$ cat src/rtl/icache_dm.sv
// Direct-mapped read-only instruction cache with 4-word lines and burst refill.
// Hits are combinational; misses stall the fetch until the whole line is filled.
module icache_dm #(
    parameter int WORD_SIZE   = 16,
    parameter int INDEX_BITS  = 3,
    parameter int OFFSET_BITS = 2
) (
    input  logic                 clk,
    input  logic                 reset_n,
    input  logic                 i_readM,
    input  logic [WORD_SIZE-1:0] i_address,
    output logic [WORD_SIZE-1:0] i_data,
    output logic                 i_ready,
    input  logic                 inv,
    output logic                 mem_req,
    output logic [WORD_SIZE-1:0] mem_addr,
    input  logic                 mem_rvalid,
    input  logic [WORD_SIZE-1:0] mem_rdata,
    output logic [15:0]          hit_count,
    output logic [15:0]          miss_count
);
    localparam int TAG_BITS = WORD_SIZE - INDEX_BITS - OFFSET_BITS;
    localparam int LINES    = 1 << INDEX_BITS;
    localparam int WORDS    = LINES << OFFSET_BITS;

    typedef enum logic {IDLE, FILL} state_t;

    state_t                 state;
    logic [LINES-1:0]       valid;
    logic [TAG_BITS-1:0]    tag_mem  [LINES];
    logic [WORD_SIZE-1:0]   data_mem [WORDS];
    logic [OFFSET_BITS-1:0] beat;
    logic                   inv_seen;

    logic [OFFSET_BITS-1:0] offset;
    logic [INDEX_BITS-1:0]  index;
    logic [TAG_BITS-1:0]    tag;
    logic [INDEX_BITS-1:0]  fill_index;
    logic [TAG_BITS-1:0]    fill_tag;
    logic                   hit;
    logic                   fill_beat;
    logic                   fill_last;

    assign offset     = i_address[OFFSET_BITS-1:0];
    assign index      = i_address[OFFSET_BITS+INDEX_BITS-1:OFFSET_BITS];
    assign tag        = i_address[WORD_SIZE-1:OFFSET_BITS+INDEX_BITS];
    assign fill_index = mem_addr[OFFSET_BITS+INDEX_BITS-1:OFFSET_BITS];
    assign fill_tag   = mem_addr[WORD_SIZE-1:OFFSET_BITS+INDEX_BITS];

    // Lookups only count in IDLE, so a line is never reported as hit while it is being written.
    assign hit       = (state == IDLE) && valid[index] && (tag_mem[index] == tag);
    assign fill_beat = mem_req && mem_rvalid;
    assign fill_last = fill_beat && (&beat);

    assign i_ready = !i_readM || hit;
    assign i_data  = hit ? data_mem[{index, offset}] : '0;

    always_ff @(posedge clk) begin
        if (!reset_n) begin
            state      <= IDLE;
            valid      <= '0;
            mem_req    <= 1'b0;
            mem_addr   <= '0;
            beat       <= '0;
            inv_seen   <= 1'b0;
            hit_count  <= '0;
            miss_count <= '0;
        end else begin
            if (i_readM && hit && (hit_count != 16'hFFFF))
                hit_count <= hit_count + 16'd1;

            case (state)
                IDLE: begin
                    if (i_readM && !hit) begin
                        state    <= FILL;
                        mem_req  <= 1'b1;
                        mem_addr <= {i_address[WORD_SIZE-1:OFFSET_BITS], {OFFSET_BITS{1'b0}}};
                        beat     <= '0;
                        inv_seen <= 1'b0;
                        if (miss_count != 16'hFFFF)
                            miss_count <= miss_count + 16'd1;
                    end
                end
                FILL: begin
                    // An invalidate during the burst must keep the incoming line from becoming valid.
                    if (inv)
                        inv_seen <= 1'b1;
                    if (fill_beat) begin
                        beat <= beat + OFFSET_BITS'(1);
                        if (&beat) begin
                            state   <= IDLE;
                            mem_req <= 1'b0;
                        end
                    end
                end
                default: state <= IDLE;
            endcase

            if (inv)
                valid <= '0;
            else if (fill_last && !inv_seen)
                valid[fill_index] <= 1'b1;
        end
    end

    // Storage arrays carry no reset; the valid bits alone qualify their contents.
    always_ff @(posedge clk) begin
        if (fill_beat) begin
            data_mem[{fill_index, beat}] <= mem_rdata;
            if (&beat)
                tag_mem[fill_index] <= fill_tag;
        end
    end
endmodule

$ cat config.mk
export PLATFORM = sky130hd
export DESIGN_NAME = icache_dm
export DESIGN_NICKNAME = d
export VERILOG_FILES = /design/src/rtl/icache_dm.sv
export SDC_FILE = /design/constraint.sdc
export NUM_CORES = 1
export LEC_CHECK = 0
export ABC_AREA = 1
export CORE_AREA = 2 2 216 218
export CTS_CLUSTER_SIZE = 30
export DETAILED_ROUTE_END_ITERATION = 16
export DIE_AREA = 0 0 218 220
export PLACE_DENSITY = 0.86
export SLEW_MARGIN = 20
export SYNTH_ARGS = -nofsm -noshare
export SYNTH_HDL_FRONTEND = slang
export SYNTH_SLANG_ARGS = --single-unit
$ cat constraint.sdc
create_clock -name clk -period 2.7 [get_ports clk]
set_input_delay 0.54 -clock clk [delete_from_list [all_inputs] [get_ports clk]]
set_output_delay 0.54 -clock clk [all_outputs]
set_load 0.005 [all_outputs]
Yosys cells after proc, flatten, opt, wreduce, memory -nomap -nowiden
Memories as Yosys holds them, arrays and structs flattened.
Index checks and enable logic that the tools add are counted.

word-level totals
  word-level logic and storage cells = 70
  bits of input ports = 37
  output and inout port bits = 66
  memory bits (writable) = 600
  memories kept = 2
  flip-flop bits (word level) = 59

cells by class
  bitwise gates (word level) = 3
  add/sub/neg operators = 3
  multiplexer cells = 24
  order comparisons = 3
  equal/unequal tests = 7
  reductions and logical operators = 20

memories
  memory    depth  bits a word  rd ports  clocked after memory_dff  write ports  line  text
  data_mem  32     16           1         0                         1            31    logic [WORD_SIZE-1:0] data_mem [WORDS];
  tag_mem   8      11           1         0                         1            30    logic [TAG_BITS-1:0] tag_mem [LINES];

operator list
  operator               number
  $add 16x1->16 const B  2
  $ne 16x16->1 const B   2
  $mux 16                1
  $mux 1                 15
  $eq 11x11->1           1
  $logic_and 1x1->1      9
  $lt 3x4->1 const B     2
  $or 8x8->8             1
  $reduce_and 2->1       4
  $ne 2x1->1 const B     3
  $pmux 1 s2             3
  $reduce_and 3->1       2
  $mux 2                 2
  $pmux 2 s2             1
  $bmux 1 s3             1
  $demux 1 s3            1
  $ge 3x1->1 const B     1
  $logic_not 1->1        3
  $add 2x1->2 const B    1
  $ne 2x2->1 const B     1
  $not 1->1              2
  $reduce_or 2->1        1
  $logic_or 1x1->1       1

Depth between registers and ports, before layout
Gate-level depths: netlist of the first run.

  depth in word-level cells = 8
  gate-level depth with buffers = 19
  gate-level depth less buffers = 17

Worst setup path after synthesis of the first run
OpenSTA, ideal clock, no wires.

  path kind = input-to-output
  from = in i_address[3]
  to = out i_data[10]
  required time = 2.160 ns
  buffers on the path = 4
  arrival = 2.091 ns
  slack = 0.069 ns
  cell stages on the path = 13
  path through = buf_2 > inv_2 > buf_2 > o211ai_1 > nand3_1 > nand3_1 > nor2_1 > nand2_1 > nor2_1 > nand3_1 > buf_6 > clkbuf_1 > a21oi_1

on the way
  cells in the longest elaborated chain, start to end = 5
  elaborated cells between the ends (all ways) = 8
  those cells by class = eq/ne (1); mux (3); reduce/logical (2); memory (2)

RTL lines
  item                                                                  line  text
  start, declared                                                       11    input logic [WORD_SIZE-1:0] i_address,
  parallel branches: the longest is 4 deep, another holds $mem_v2 8x11  n/a
  $mux 16 *                                                             56    assign i_data = hit ? data_mem[{index, offset}] : '0;
  end, declared                                                         12    output logic [WORD_SIZE-1:0] i_data,

Every way passes the cells marked *. The select of a mux whose other input is x is not followed.

Worst setup path in the final report of the first run
  from = mem tag_mem[1][8] (netlist bit)
  to = out i_data[11]

on the way
  cells in the longest elaborated chain, start to end = 4

RTL lines
  item               line  text
  start, declared    30
  $mem_v2 8x11       n/a
  $eq 11x11->1       51    assign hit = (state == IDLE) && valid[index] && (tag_mem[index] == tag);
  $logic_and 1x1->1  51
  $mux 16            56

No other way between the ends.

==> results.yml, run 1 <==
sta:
  timing.max_slew.rel_slack_pct: 50.8
  max_freq_mhz: 316
  rsz0062_at_grt: "true"
  hold_violations: 0
  max_slew.worst_pin.slew_ps: 729
  min_period_over_period_pct: 117
  clock-skew-final_ps: 24.4
  layout_min_cycle_time_ps: 3170
  finalMaxSlewViolations: 0
  setup-violations-final: 17
  crit_path_setup_slack_layout_ps: -469
power:
  total_power_mw: 21.2
  power.sequential.fraction_pct: 53.0
  pwr_density_cell_nw_per_um2: 651
  power_switching_share_pct: 22.8
  comb_power_share_pct: 7.4
  power.internal_mw: 16.3
  clockPowerShare_pct: 39.5
  psw_mw: 4.82
  leakage_nw: 11.8
  irDropWorstVdd_uv: 524
yosys:
  yosys-top-cells-count: "nand2_1 (623), edfxtp_1 (600), a21oi_1 (293), nor2_1 (131), inv_1 (128)"
  syn_area_um2: 27100
  synth_flop_cell: "edfxtp_1"
  post_synth.cell_area_avg_um2: 11.6
  synth.area.top_cells: "edfxtp_1 (66%), nand2_1 (8.6%), a21oi_1 (5.4%), dfxtp_1 (4.4%), nor2_1 (1.8%)"
  synthDistinctLibCells: 41
  yosys.cell_count.top_type: "nand2_1"
  yosys_register_bits: 659
  synth_enable_flop_cells: 600
  ys_seq_area_share_pct: 70.8
  async_flop_share_pct: 0
  ys_warn_count: 0
  synthCells: 2343
  post-synth-top-area-cell: "edfxtp_1"
  yosys.area.top_type_share_pct: 66.5
clocking:
  cts_sinks: 659
  tritoncts.num_buffers: 60
  clockBufferDepth: 3
  worst_setup_hold_path_clk_slew_ps: 60
  clock_tree.root_cell: "clkbuf_16"
  clk_lat_worst_skew_ps: 660
  htree_num_levels: 2
  postCtsHoldBufs: 0
  cts_tree: "built"
critical_path:
  critical_path.max_fanout: 5
  worstSetupEndpointType: "output pin"
  worstSetupPathType: "reg -> out"
  cp_data_arrival_time_ps: 2630
  crit_required_ps: 2160
  cp-start-kind: "flop"
run_status:
  violations: "negative setup slack"
  outcome: "finished with violations"
global_route:
  grt_start_max_net_pins: 42
  groute.usage.overall_pct: 31.2
  grt_antenna_before_repair: 1
  number_of_global_route_vias_before_repair: 20125
  grt_first_pass_wirelength_um: 113000
  globalRoute.totalOverflow: 0
floorplanning:
  die_area_um2: 48000
  top_level_ports: 103
  die_h_um: 220
  core-area_um2: 45900
  fp-row-count: 79
  fp.dieW_um: 218
  effective_utilization_at_floorplan_pct: 59.1
min_path:
  hold_class: "reg -> reg"
routing:
  viasPerCell: 6.31
  drc_errors_left: 0
  drt_first_iter_violations: 2964
  post_drt_wl_per_cell_um: 23.3
  via_count: 20515
  drtAntennaViolNets: 0
  detail_route.first_pass.iterations: 6
  route.final.wire_length_um: 75700
layout:
  share_of_layout_cells_above_drive_strength_1_pct: 14.2
  area.growth.synth_to_final_pct: 19.8
  antenna-diode-count: 0
  post_layout_nonfiller_instances: 3251
  num-nets-final: 2636
place:
  routabilityCongestion: 0.897
  portBuffers: 100
  placed_cells_incl_taps: 3127
  hpwl_um: 45200
job:
  drv.max_cap_violation_count: 0
-- power by group through the flow --
stage,logic (mW),clock network (mW),registers [mW]
2_1_floorplan,0.691,0,11.4
3_3_place_gp,1.36,0,11.4
3_5_place_dp,1.42,0,11.4
4_1_cts,1.47,8.39,11.2
5_1_grt,1.66,8.79,11.2
6_report,1.57,8.36,11.2
-- placed cells by master (no fill, tap or decap), types with 59 or more instances in the layout --
cell type,instances
nand2_1,620
edfxtp_1,600
a21oi_1,278
buf_4,195
nor2_1,128
inv_1,126
clkdlybuf4s50_1,78
nand3_1,72
clkbuf_16,62
dfxtp_1,59
-- path summary, 6_finish.rpt --
check | startpoint | to | slack, ps | cells past startpoint
hold / removal | valid[2] | valid[2] | 460 | 2
hold reg to reg | valid[2] | valid[2] | 460 | 2
setup reg to reg | tag_mem[1][8] | mem_addr[2] | 90 | 16
setup / recovery | tag_mem[1][8] | i_data[11] | -470 | 14
-- repair_timing --
item,in CTS,in global routing
gates resized for setup,122,17
setup buffers,8,2
gates cloned,1,2
pin swaps,9,10
setup endpoints to repair,17,51
-- stage by stage --
stage	hold WS (ps)	setup WS (ps)	setup TNS [ps]	instance area [um^2]	utilization, %
final	461	-469	-7180	32500	70.8
after global routing	472	-505	-7960	32500	70.8
after CTS	457	-338	-4570	32400	70.5
after detailed placement	451	-967	-37110	30300	66.0
after global placement	448	-840	-31370	30300	66.0
after floorplan	435	69.4	0	27100	-
-- registers in the layout (all words and copies together), names as in the netlist --
name / cells
tag_mem: 88
beat: 2
miss_count: 16
mem_addr: 14
mem_req: 1
valid: 8
state: 1
data_mem: 512
inv_seen: 1
hit_count: 16
-- logic make-up after synthesis --
family                     share of synthesized area [%]
and+or+nand+nor                                     13.4
xor gates and xnor gates                           0.582
AOI/OAI and AO/OA                                   10.8
DFF                                                 70.8
other                                             0.0138
buffers and inverters                               4.11
adders and majority gates                          0.277
-- cell type report --
type	instances	area, um^2
fillers	2814	13400
clock inverters	41	379
multi-input cells	1408	6950
inverters	133	510
clock buffers	72	1550
repair buffers	331	3120
flip-flops and latches	659	19200
well taps	607	759
-- routing by layer --
layer | GRT usage (%) | up-vias | wire [um]
met5 | 0 | - | 0
met4 | 14.6 | 0 | 3920
met3 | 7.55 | 322 | 9520
met2 | 52.3 | 1617 | 36600
met1 | 38.4 | 9716 | 25700
li1 | - | 8860 | -
-- worst max-delay path, stage by stage, from the launching register on --
cell and delay [ps]:
edfxtp_1 390, nand2_1 110, nand2_1 90, nand2_1 110, nand3_2 120, nand2_1 80
nand2_1 40, nand2_1 100, nand2_1 90, nor2_2 140, nand3_2 110, buf_12 180
buf_12 150, a21oi_2 130, buf_2 140
No activity file was read; power rests on OpenSTA's default activity.
==> run 2: changes to the inputs <==
Settings changed: SETUP_SLACK_MARGIN set to 0.4.
==> run 2 against run 1 <==
Against the previous run: the flow still finishes with violations (negative setup slack); clock power is 4.2% higher; core utilization is 2.5 points higher; total power is 2.3% higher; clock skew is 5.5 ps lower; sequential cell count stayed put; fmax is 3.0% lower; final cell count is 0.95% higher; via count is 3.1% higher; critical path type unchanged; largest cell class unchanged.
==> results.yml, run 2 (synthesis results as in run 1) <==
power:
  power_switching_share_pct: 22.9
  leakage_nw: 12.2
  power.sequential.fraction_pct: 51.9
  total_power_mw: 21.6
  comb_power_share_pct: 7.9
  pwr_density_cell_nw_per_um2: 644
  power.internal_mw: 16.7
  clockPowerShare_pct: 40.3
  psw_mw: 4.96
  irDropWorstVdd_uv: 669
layout:
  most-common-layout-cells: "edfxtp_1 (600), nand2_1 (592), a21oi_1 (266)"
  mostFrequentLayoutCell: "edfxtp_1"
  reg_top3: "data_mem (512), tag_mem (88)"
  antenna-diode-count: 0
  largest_register_ffs: 512
  largest_register: "data_mem"
  num-nets-final: 2668
  fillerInstances: 2602
  area.growth.synth_to_final_pct: 23.9
  share_of_layout_cells_above_drive_strength_1_pct: 18.7
run_status:
  outcome: "finished with violations"
  violations: "negative setup slack"
sta:
  rsz0062_at_grt: "true"
  timing.max_slew.rel_slack_pct: 41.6
  setup-violations-final: 31
  min_period_over_period_pct: 121
  clock-skew-final_ps: 18.8
  max_slew.worst_pin.slew_ps: 864
  holdWs_ps: 471
  max_freq_mhz: 306
  finalMaxSlewViolations: 0
  hold_violations: 0
  crit_path_setup_slack_layout_ps: -567
  layout_min_cycle_time_ps: 3270
routing:
  viasPerCell: 6.45
  detail_route.first_pass.iterations: 6
  post_drt_wl_per_cell_um: 24.9
  drc_errors_left: 0
  drtAntennaViolNets: 0
  drt_first_iter_violations: 3248
  route.final.wire_length_um: 81800
  via_count: 21154
min_path:
  hold_class: "reg -> reg"
floorplanning:
  effective_utilization_at_floorplan_pct: 59.1
  die_h_um: 220
  core-area_um2: 45900
  fp.dieW_um: 218
  top_level_ports: 103
  fp-row-count: 79
  die_area_um2: 48000
global_route:
  grtUsageMet1_pct: 39.5
  number_of_global_route_vias_before_repair: 21014
  globalRoute.totalOverflow: 0
  grt_first_pass_wirelength_um: 119000
  grt_start_max_net_pins: 58
  top_usage_layer: "met2"
  groute.usage.overall_pct: 33.1
  met2_usage_pct: 54.3
  gr-usage-met3_pct: 8.47
  grt_antenna_before_repair: 2
clocking:
  clk_lat_worst_skew_ps: 640
  cts_tree: "built"
  clockBufferDepth: 3
  cts_sinks: 659
  worst_setup_hold_path_clk_slew_ps: 60
  postCtsHoldBufs: 0
  tritoncts.num_buffers: 61
  htree_num_levels: 2
  clock_tree.root_cell: "clkbuf_16"
critical_path:
  cp_data_arrival_time_ps: 2730
  worstSetupPathType: "reg -> out"
  crit_required_ps: 2160
  critical_path.max_fanout: 4
  worstSetupEndpointType: "output pin"
  cp-start-kind: "flop"
place:
  hpwl_um: 44300
  portBuffers: 100
  routabilityCongestion: 0.900
job:
  drv.max_cap_violation_count: 0
run 2: path summary, 6_finish.rpt:
check,to,start,slack (ps),depth (start not counted)
max,i_data[7],tag_mem[0][1],-570,15
min,valid[7],valid[7],470,2
max reg2reg,hit_count[8],tag_mem[3][4],-340,22
min reg2reg,valid[7],valid[7],470,2
run 2: worst max-delay path, cell delays in order (launching register included):
cell and delay [ps]:
edfxtp_1 390, nor2_1 110, nor2_1 50, nand2_1 90
nand3_1 90, nand3b_1 120, nand2_1 110, inv_2 80
nand2_2 60, nor2_4 120, nand3_4 170, buf_6 180
buf_16 140, buf_8 140, a21oi_4 110, buf_2 130
run 2: final cells by class:
class                   instances  area (um^2)  share of cell area [%]
multi-input cells            1410         7260                    21.6
flip-flops and latches        659        19200                    57.2
repair buffers                360         3860                    11.5
well taps                     607          759                    2.26
inverters                     133          515                    1.53
clock buffers                  74         1590                    4.72
clock inverters                39          407                    1.21
run 2: through the flow:
stage | setup TNS [ps] | utilization (%) | cell area, um^2 | setup WS [ps] | instances
finish | -10440 | 73.2 | 33600 | -567 | 3282
global route | -15000 | 73.2 | 33600 | -674 | 3282
CTS | -8280 | 72.3 | 33100 | -484 | 3266
detailed placement | -21820 | 66.9 | 30700 | -817 | 3120
global placement | -19230 | 66.9 | 30700 | -789 | 3120
floorplan | 0 | - | 27400 | 258 | 2344
run 2: layer usage:
metal  routed length [um]  share of wire [%]
met5                   11              0.013
met4                 5740                7.0
met3                10600                 13
met2                38800                 47
met1                26600                 33
run 2: timing repair:
item / in CTS / in global routing
setup buffers: 30 / 13
gates cloned: 3 / 3
resized for setup: 128 / 95
endpoints found under the setup margin: 35 / 69
pin swaps: 26 / 21
run 2: power groups by stage:
stage | Sequential (mW) | Combinational [mW] | Clock [mW]
6_report | 11.2 | 1.70 | 8.71
4_1_cts | 11.2 | 1.55 | 8.66
3_3_place_gp | 11.4 | 1.39 | 0
5_1_grt | 11.2 | 1.78 | 9.08
2_1_floorplan | 11.4 | 0.742 | 0
3_5_place_dp | 11.4 | 1.46 | 0
